`config.mk`:
```
export PLATFORM = sky130hd
export DESIGN_NAME = ram_delay_ctrl
export DESIGN_NICKNAME = d
export VERILOG_FILES = /design/src/rtl/ram_delay_pkg.sv /design/src/rtl/ram_delay_prime_pipe.sv /design/src/rtl/ram_delay_ctrl.sv
export SDC_FILE = /design/constraint.sdc
export NUM_CORES = 1
export LEC_CHECK = 0
export ABC_AREA = 1
export CAP_MARGIN = 20
export CORE_UTILIZATION = 41
export CTS_BUF_LIST = sky130_fd_sc_hd__clkbuf_8 sky130_fd_sc_hd__clkbuf_16
export DETAILED_ROUTE_END_ITERATION = 8
export HOLD_SLACK_MARGIN = 0.06
export PLACE_DENSITY_LB_ADDON = 0.3
export SYNTH_ARGS = -nofsm -noshare
export SYNTH_HDL_FRONTEND = slang
export SYNTH_HIERARCHICAL = 1
export SYNTH_SLANG_ARGS = --single-unit
```
`constraint.sdc`:
```
create_clock -name clk -period 2 [get_ports clk]
set_input_delay 0.6 -clock clk [delete_from_list [all_inputs] [get_ports clk]]
set_output_delay 0.6 -clock clk [all_outputs]
set_load 0.02 [all_outputs]
```
`src/rtl/ram_delay_pkg.sv`:
```
// Shared types and constants for the ram_delay sequencing controller.
package ram_delay_pkg;

    // Controller phases: drain/restart, initial fill, steady-state delay.
    typedef enum logic [1:0] {
        RECONF = 2'd0,
        FILL   = 2'd1,
        RUN    = 2'd2
    } state_t;

    // Shortest delay the RAM addressing scheme supports.
    localparam int unsigned N_MIN = 2;

    // Default address width and the longest delay it can express.
    localparam int unsigned NBITS_ADDR_DFLT = 9;
    localparam int unsigned N_MAX           = (1 << NBITS_ADDR_DFLT) - 1;

    // Longest legal delay for an arbitrary address width.
    function automatic int unsigned n_max(input int unsigned nbits);
        return (1 << nbits) - 1;
    endfunction

endpackage

```
`src/rtl/ram_delay_prime_pipe.sv`:
```
// Valid shift register that tracks which RAM writes produce fully delayed
// outputs, aligned to the RAM read latency. Synchronous clear on restart.
module ram_delay_prime_pipe #(
    parameter int P_DEPTH = 1
) (
    input  logic clk,
    input  logic rst,
    input  logic clr,
    input  logic din,
    output logic dout
);

    logic [P_DEPTH-1:0] sr;

    // Shift one stage per cycle; reset or restart empties every stage.
    always_ff @(posedge clk) begin
        // NOTE: state registers use non-blocking assignments so every stage
        // samples the value from before this edge, giving a true shift.
        if (!rst || clr) begin
            sr <= '0;
        end else begin
            sr[0] <= din;
            for (int i = 1; i < P_DEPTH; i++) begin
                sr[i] <= sr[i-1];
            end
        end
    end

    assign dout = sr[P_DEPTH-1];

endmodule

```
`src/rtl/ram_delay_ctrl.sv`:
```
// Sequencing controller for a single ram_delay instance: drives the write
// strobe and circular address, handles delay-length changes and flushes,
// and qualifies the RAM outputs once they hold truly n-delayed samples.
module ram_delay_ctrl
    import ram_delay_pkg::*;
#(
    parameter int P_NBITS_DATA = 14,
    parameter int P_NBITS_ADDR = 9,
    parameter int P_RAM_LAT    = 1,
    parameter int P_N_RST      = 16
) (
    input  logic                    clk,
    input  logic                    rst,
    input  logic                    s_valid,
    input  logic [P_NBITS_DATA-1:0] s_data,
    output logic                    s_ready,
    input  logic                    cfg_wr,
    input  logic [P_NBITS_ADDR-1:0] cfg_n,
    output logic                    cfg_ack,
    output logic                    cfg_err,
    input  logic                    flush,
    output logic                    ram_wr,
    output logic [P_NBITS_DATA-1:0] ram_d,
    output logic                    ram_addr_en,
    output logic [P_NBITS_ADDR-1:0] ram_addr,
    output logic [P_NBITS_ADDR-1:0] ram_n,
    input  logic [P_NBITS_DATA-1:0] ram_qn,
    input  logic [P_NBITS_DATA-1:0] ram_qo,
    output logic                    m_valid,
    output logic [P_NBITS_DATA-1:0] m_qn,
    output logic [P_NBITS_DATA-1:0] m_qo,
    output logic [P_NBITS_ADDR-1:0] fill,
    output logic                    busy
);

    localparam int LAT_W = $clog2(P_RAM_LAT + 1);
    localparam logic [LAT_W-1:0]        LAT_INIT = LAT_W'(P_RAM_LAT);
    localparam logic [P_NBITS_ADDR-1:0] N_RST    = P_NBITS_ADDR'(P_N_RST);
    localparam logic [P_NBITS_ADDR-1:0] N_LEGAL  = P_NBITS_ADDR'(N_MIN);

    state_t                  state,   state_nxt;
    logic [P_NBITS_ADDR-1:0] n_act,   n_nxt;
    logic [P_NBITS_ADDR-1:0] addr,    addr_nxt;
    logic [P_NBITS_ADDR-1:0] fill_q,  fill_nxt;
    logic [LAT_W-1:0]        lat_cnt, lat_nxt;
    logic                    ack_nxt, err_nxt;
    logic                    restart;
    logic                    wr;
    logic                    prime_in;

    // Sample acceptance and RAM-facing passthroughs.
    assign s_ready     = (state != RECONF) && !cfg_wr && !flush;
    assign wr          = s_valid && s_ready;
    assign ram_wr      = wr;
    assign ram_d       = s_data;
    assign ram_addr_en = 1'b1;
    assign ram_addr    = addr;
    assign ram_n       = n_act;
    assign m_qn        = ram_qn;
    assign m_qo        = ram_qo;
    assign fill        = fill_q;
    assign busy        = (state == RECONF);

    // Only writes in RUN read back a location written n samples earlier.
    assign prime_in    = wr && (state == RUN);

    // Next-state, configuration and address sequencing.
    always_comb begin
        // NOTE: every variable gets a default before any branch so no path
        // leaves it unassigned, which would otherwise infer a latch.
        state_nxt = state;
        n_nxt     = n_act;
        addr_nxt  = addr;
        fill_nxt  = fill_q;
        lat_nxt   = lat_cnt;
        ack_nxt   = 1'b0;
        err_nxt   = 1'b0;
        restart   = 1'b0;

        // A legal cfg_wr also covers a simultaneous flush.
        if (cfg_wr) begin
            if (cfg_n >= N_LEGAL) begin
                n_nxt   = cfg_n;
                ack_nxt = 1'b1;
                restart = 1'b1;
            end else begin
                err_nxt = 1'b1;
            end
        end else if (flush) begin
            restart = 1'b1;
        end

        if (restart) begin
            state_nxt = RECONF;
            lat_nxt   = LAT_INIT;
            addr_nxt  = '0;
            fill_nxt  = '0;
        end else begin
            case (state)
                RECONF: begin
                    // Hold off writes long enough for in-flight reads to drain.
                    if (lat_cnt == '0) begin
                        state_nxt = FILL;
                        addr_nxt  = '0;
                        fill_nxt  = '0;
                    end else begin
                        lat_nxt = lat_cnt - 1'b1;
                    end
                end
                FILL, RUN: begin
                    if (wr) begin
                        addr_nxt = (addr == n_act - 1'b1) ? '0 : addr + 1'b1;
                        if (fill_q != n_act) begin
                            fill_nxt = fill_q + 1'b1;
                        end
                        if (state == FILL && (fill_q + 1'b1) == n_act) begin
                            state_nxt = RUN;
                        end
                    end
                end
                default: state_nxt = RECONF;
            endcase
        end
    end

    // Controller state register with synchronous active-low reset.
    always_ff @(posedge clk) begin
        if (!rst) begin
            state   <= RECONF;
            n_act   <= N_RST;
            addr    <= '0;
            fill_q  <= '0;
            lat_cnt <= LAT_INIT;
            cfg_ack <= 1'b0;
            cfg_err <= 1'b0;
        end else begin
            state   <= state_nxt;
            n_act   <= n_nxt;
            addr    <= addr_nxt;
            fill_q  <= fill_nxt;
            lat_cnt <= lat_nxt;
            cfg_ack <= ack_nxt;
            cfg_err <= err_nxt;
        end
    end

    ram_delay_prime_pipe #(
        .P_DEPTH (P_RAM_LAT)
    ) u_prime_pipe (
        .clk  (clk),
        .rst  (rst),
        .clr  (restart),
        .din  (prime_in),
        .dout (m_valid)
    );

endmodule

```
==> results_tabular.tex <==
\begin{tabular}{lr}
\hline
Metric & Value \\
\hline
\multicolumn{2}{l}{\textbf{STA}} \\
F\_max & 515 MHz \\
Hold Slack & about 0.45 ns \\
Setup violators final & 0 \\
Final worst-path cycle share & 97.0\% \\
Worst-case setup margin in the final layout & 0.0601 ns \\
Final number of hold-violating endpoints & 0 \\
Tmin final & around 1.9 ns \\
Setup repair after global routing missed its margin & false \\
Skew final & 0.0100 ns \\
Accumulated negative setup slack & 0 ns \\
Max Slew Vio Count & 0 \\
\multicolumn{2}{l}{\textbf{Worst setup path}} \\
Bufs and invs on worst path & 1 \\
Dominant delay contributor by cell family on the critical path & buffers and inverters \\
Path type of the worst setup path & register to output pin \\
Worst path max stage delay & around 0.63 ns \\
Critical register-to-register path endpoint & state[0] \\
Kind of start point of the critical path & register \\
Critical path data required time & about 1.4 ns \\
Critical Path AT & roughly 1.3 ns \\
Sequence of cells on the critical path & clkdlybuf4s50\_1 \\
Category of the worst setup path capture point & output pin \\
Crit path max-delay cell type & sky130\_fd\_sc\_hd\_\_clkdlybuf4s50\_1 \\
Setup slack of the most critical reg-to-reg path & $\sim$0.18 ns \\
Cells on worst reg2reg path & 14 \\
Critical Path Fanout Max & 4 \\
Reg2reg start & fill[1] \\
\multicolumn{2}{l}{\textbf{Synth}} \\
Primary flip-flop cell chosen by synthesis mapping & sky130\_fd\_sc\_hd\_\_dfxtp\_1 \\
Synth top area share & 25.3\% \\
Leading area contributor after synthesis & sky130\_fd\_sc\_hd\_\_dfxtp\_1 \\
Post-synth EDFFs & 0 \\
Total standard cell area after synthesis & 0.00261 mm² \\
Largest cells by area after synthesis & sky130\_fd\_sc\_hd\_\_dfxtp\_1 25\%, sky130\_fd\_sc\_hd\_\_nand2\_1 13\%, sky130\_fd\_sc\_hd\_\_buf\_4 13\% \\
Number of distinct library cell variants in the gate-level netlist after synthesis & 34 \\
Number of cells produced by synthesis & 403 \\
Synthesis Warnings & 6 \\
\#FFs+latches synth & 33 \\
Share of flip-flops with an asynchronous set or reset & 0\% \\
Post-synthesis sequential area ratio & between 20\% and 30\% \\
Number of nets produced by synthesis & approximately 470 \\
Post-synthesis area per instance & between 6 and 7 µm² \\
\multicolumn{2}{l}{\textbf{GRT}} \\
Vias in the first global route & approximately 2300 \\
Total GRT Usage & about a fifth \\
Congestion Overflow GR & 0 \\
Wire length of the first global-routing pass & 10600 µm \\
Maximum number of pins on one net before global-route repair & 18 \\
Number of antenna violations at the first check in global routing & 0 \\
\multicolumn{2}{l}{\textbf{Floorplan}} \\
Effective utilization at floorplan & 43.3\% \\
CORE AREA & 0.00603 mm² \\
Die footprint & 0.00668 mm² \\
Std cell rows & 28 \\
Die Y-Extent & a little over 80 µm \\
I/O pin count & approximately 130 \\
DIE WIDTH & $\sim$82 µm \\
\multicolumn{2}{l}{\textbf{Drt}} \\
Number of detailed-route iterations in the first pass & 4 \\
Final WL & 6600 µm \\
Ratio of routed vias to standard cells & roughly 5.1 \\
Via count & 2578 \\
Number of design-rule violations left by the first detailed-router iteration & just under 200 \\
Average detailed-routed wire length per instance & 13.0 µm \\
Remaining antenna violation count after routing & 0 \\
Post-route DRC violation count & 0 \\
\multicolumn{2}{l}{\textbf{Min path}} \\
Worst min-delay path class & register to register \\
WHS Path Cells & 2 \\
Hold endpoint & lat\_cnt \\
Hold Crit Start & lat\_cnt \\
\multicolumn{2}{l}{\textbf{Placed design}} \\
Last weighted congestion value of the routability-driven placer & 0.906 \\
Buffers added on ports & 46 \\
Placement-stage worst setup slack & -0.565 ns \\
Post-DP HPWL & 4960 µm \\
\multicolumn{2}{l}{\textbf{Clock network}} \\
Clock tree from TritonCTS & done \\
Latest clock arrival within the worst-skew pair & 0.29 ns \\
Clock Tree Root & sky130\_fd\_sc\_hd\_\_clkbuf\_8 \\
Clock-pin slew on the worst setup and hold paths & approximately 0.07 ns \\
H-tree depth & 2 \\
Max Root-Sink Buffers & 2 \\
Sink count of the clock tree & 33 \\
Clock buffers created by TritonCTS & 5 \\
\multicolumn{2}{l}{\textbf{Power}} \\
Leak & 0.00156 µW \\
Switching power share of the total & 30.8\% \\
VDD IR max & 0.359 mV \\
Internal portion of total power & 1290 µW \\
Portion of total power attributed to the clock network & a little over a third \\
Portion of total power attributed to sequential cells & 38.6\% \\
Fraction of power consumed by combinational cells & between 20\% and 30\% \\
Power per Cell Area & around 580 mW/mm² \\
Power spent charging and discharging nets & 573 µW \\
\multicolumn{2}{l}{\textbf{Layout}} \\
NumNets Final & a little under 500 \\
Synthesis-to-layout area growth & 21.8\% \\
Layout cell share with drive strength beyond 1 & between 10\% and 20\% \\
Total inserted antenna cells & 0 \\
Filler cells & 613 \\
\multicolumn{2}{l}{\textbf{Status}} \\
Outcome & finished, final reports clean \\
\multicolumn{2}{l}{\textbf{Job}} \\
Number of max-capacitance violations reported & 0 \\
\hline
\end{tabular}
worst max path at each step:
stage,from,slack (ns),cells past startpoint,to
2_1_floorplan,state[0],0.07,5,ram_wr
3_3_place_gp,cfg_wr,-0.57,5,ram_wr
3_5_place_dp,cfg_wr,-0.57,5,ram_wr
4_1_cts,ram_n[4],0.002,1,ram_n[4]
5_1_grt,ram_n[1],0.008,11,ram_addr[6]
6_report,ram_n[8],0.06,1,ram_n[8]
power by group through the flow:
| stage | sequential [µW] | clock (µW) | combinational (µW) |
|---|---|---|---|
| after CTS | 717 | 663 | 466 |
| after detailed placement | 731 | 0 | 465 |
| after floorplan | 751 | 0 | 401 |
| after global routing | 722 | 696 | 537 |
| final | 718 | 658 | 482 |
| after global placement | 731 | 0 | 456 |
synth_stat cells, types with 6 or more instances:
master	number
sky130_fd_sc_hd__inv_1	41
sky130_fd_sc_hd__o21ai_0	22
sky130_fd_sc_hd__nor2_1	49
sky130_fd_sc_hd__buf_4	44
sky130_fd_sc_hd__nor2_2	7
sky130_fd_sc_hd__a21oi_1	24
sky130_fd_sc_hd__nand3_1	27
sky130_fd_sc_hd__nand2_1	92
sky130_fd_sc_hd__nand2_2	10
sky130_fd_sc_hd__dfxtp_1	33
sky130_fd_sc_hd__ha_1	6
sky130_fd_sc_hd__xnor2_1	7
state kept, by name, indices dropped and copies added (netlist names):
register	flops
fill	9
cfg_ack	1
ram_n	9
cfg_err	1
ram_addr	9
u_prime_pipe/dout	1
state	2
lat_cnt	1
worst register-to-register path: stages, from the launching register on:
cell	delay, ns
sky130_fd_sc_hd__dfxtp_2	0.40
sky130_fd_sc_hd__ha_1	0.22
sky130_fd_sc_hd__nand2_2	0.12
sky130_fd_sc_hd__nor2_4	0.16
sky130_fd_sc_hd__nand2_1	0.11
sky130_fd_sc_hd__nand2_1	0.07
sky130_fd_sc_hd__nand2_1	0.05
sky130_fd_sc_hd__inv_1	0.06
sky130_fd_sc_hd__nand3_1	0.07
sky130_fd_sc_hd__nor2_1	0.09
sky130_fd_sc_hd__nand2_1	0.10
sky130_fd_sc_hd__nand2_2	0.10
sky130_fd_sc_hd__nand3_1	0.07
sky130_fd_sc_hd__nand2_1	0.06
sky130_fd_sc_hd__nor2_1	0.04
metal layers:
metal | GRT usage (%) | vias up | wire (µm)
li1 | - | 1292 | -
met1 | 26.5 | 1169 | 2900
met2 | 34.9 | 102 | 2960
met3 | 5.00 | 15 | 603
met4 | 5.96 | 0 | 138
met5 | 0 | - | 0
through the flow:
stage	util [%]	power (µW)	area, µm²	instances
floorplan	-	1150	2610	403
global placement	49.4	1190	2980	499
detailed placement	49.4	1200	2980	499
CTS	51.2	1850	3080	507
global route	52.7	1960	3180	508
finish	52.7	1860	3180	508
logic make-up (layout without fill, tap and decap cells):
kind of cell               count (synthesis)  in the layout  share of synthesized area, %
AOI/OAI and AO/OA                         52             52                          10.7
xor gates and xnor gates                  12             12                          4.56
adders and majority gates                  6              6                          2.88
buffers and inverters                     95            124                          21.0
DFF                                       33             33                          25.3
other                                      1              1                         0.144
and+or+nand+nor                          204            205                          35.5
layout by cell type (no fill, tap or decap), drive strengths merged, types with 4 or more instances in the layout:
cell type / n
a21oi: 25
nand3: 29
dlymetal6s2s: 15
xor2: 4
xnor2: 7
nand2: 103
buf: 27
clkdlybuf4s50: 25
inv: 46
nand3b: 4
clkbuf: 6
nor2: 58
o21ai: 23
ha: 6
nor3: 6
dfxtp: 33
timing repair:
item / 4_1_cts / 5_1_grt
gates cloned: 0 / 1
setup endpoints to repair: 12 / 36
pin swaps: 1 / 4
hold buffers: 0 / 0
setup buffers: 0 / 0
resized for setup: 16 / 33
cell type report:
class / count / area [µm²] / area share, %
well taps: 75 / 93.8 / 2.95
clock inverters: 2 / 33.8 / 1.06
clock buffers: 6 / 82.6 / 2.60
flip-flops and latches: 33 / 671 / 21.1
repair buffers: 71 / 676 / 21.3
inverters: 45 / 171 / 5.40
multi-input cells: 276 / 1450 / 45.6
Power figures use the tool's default switching activity.
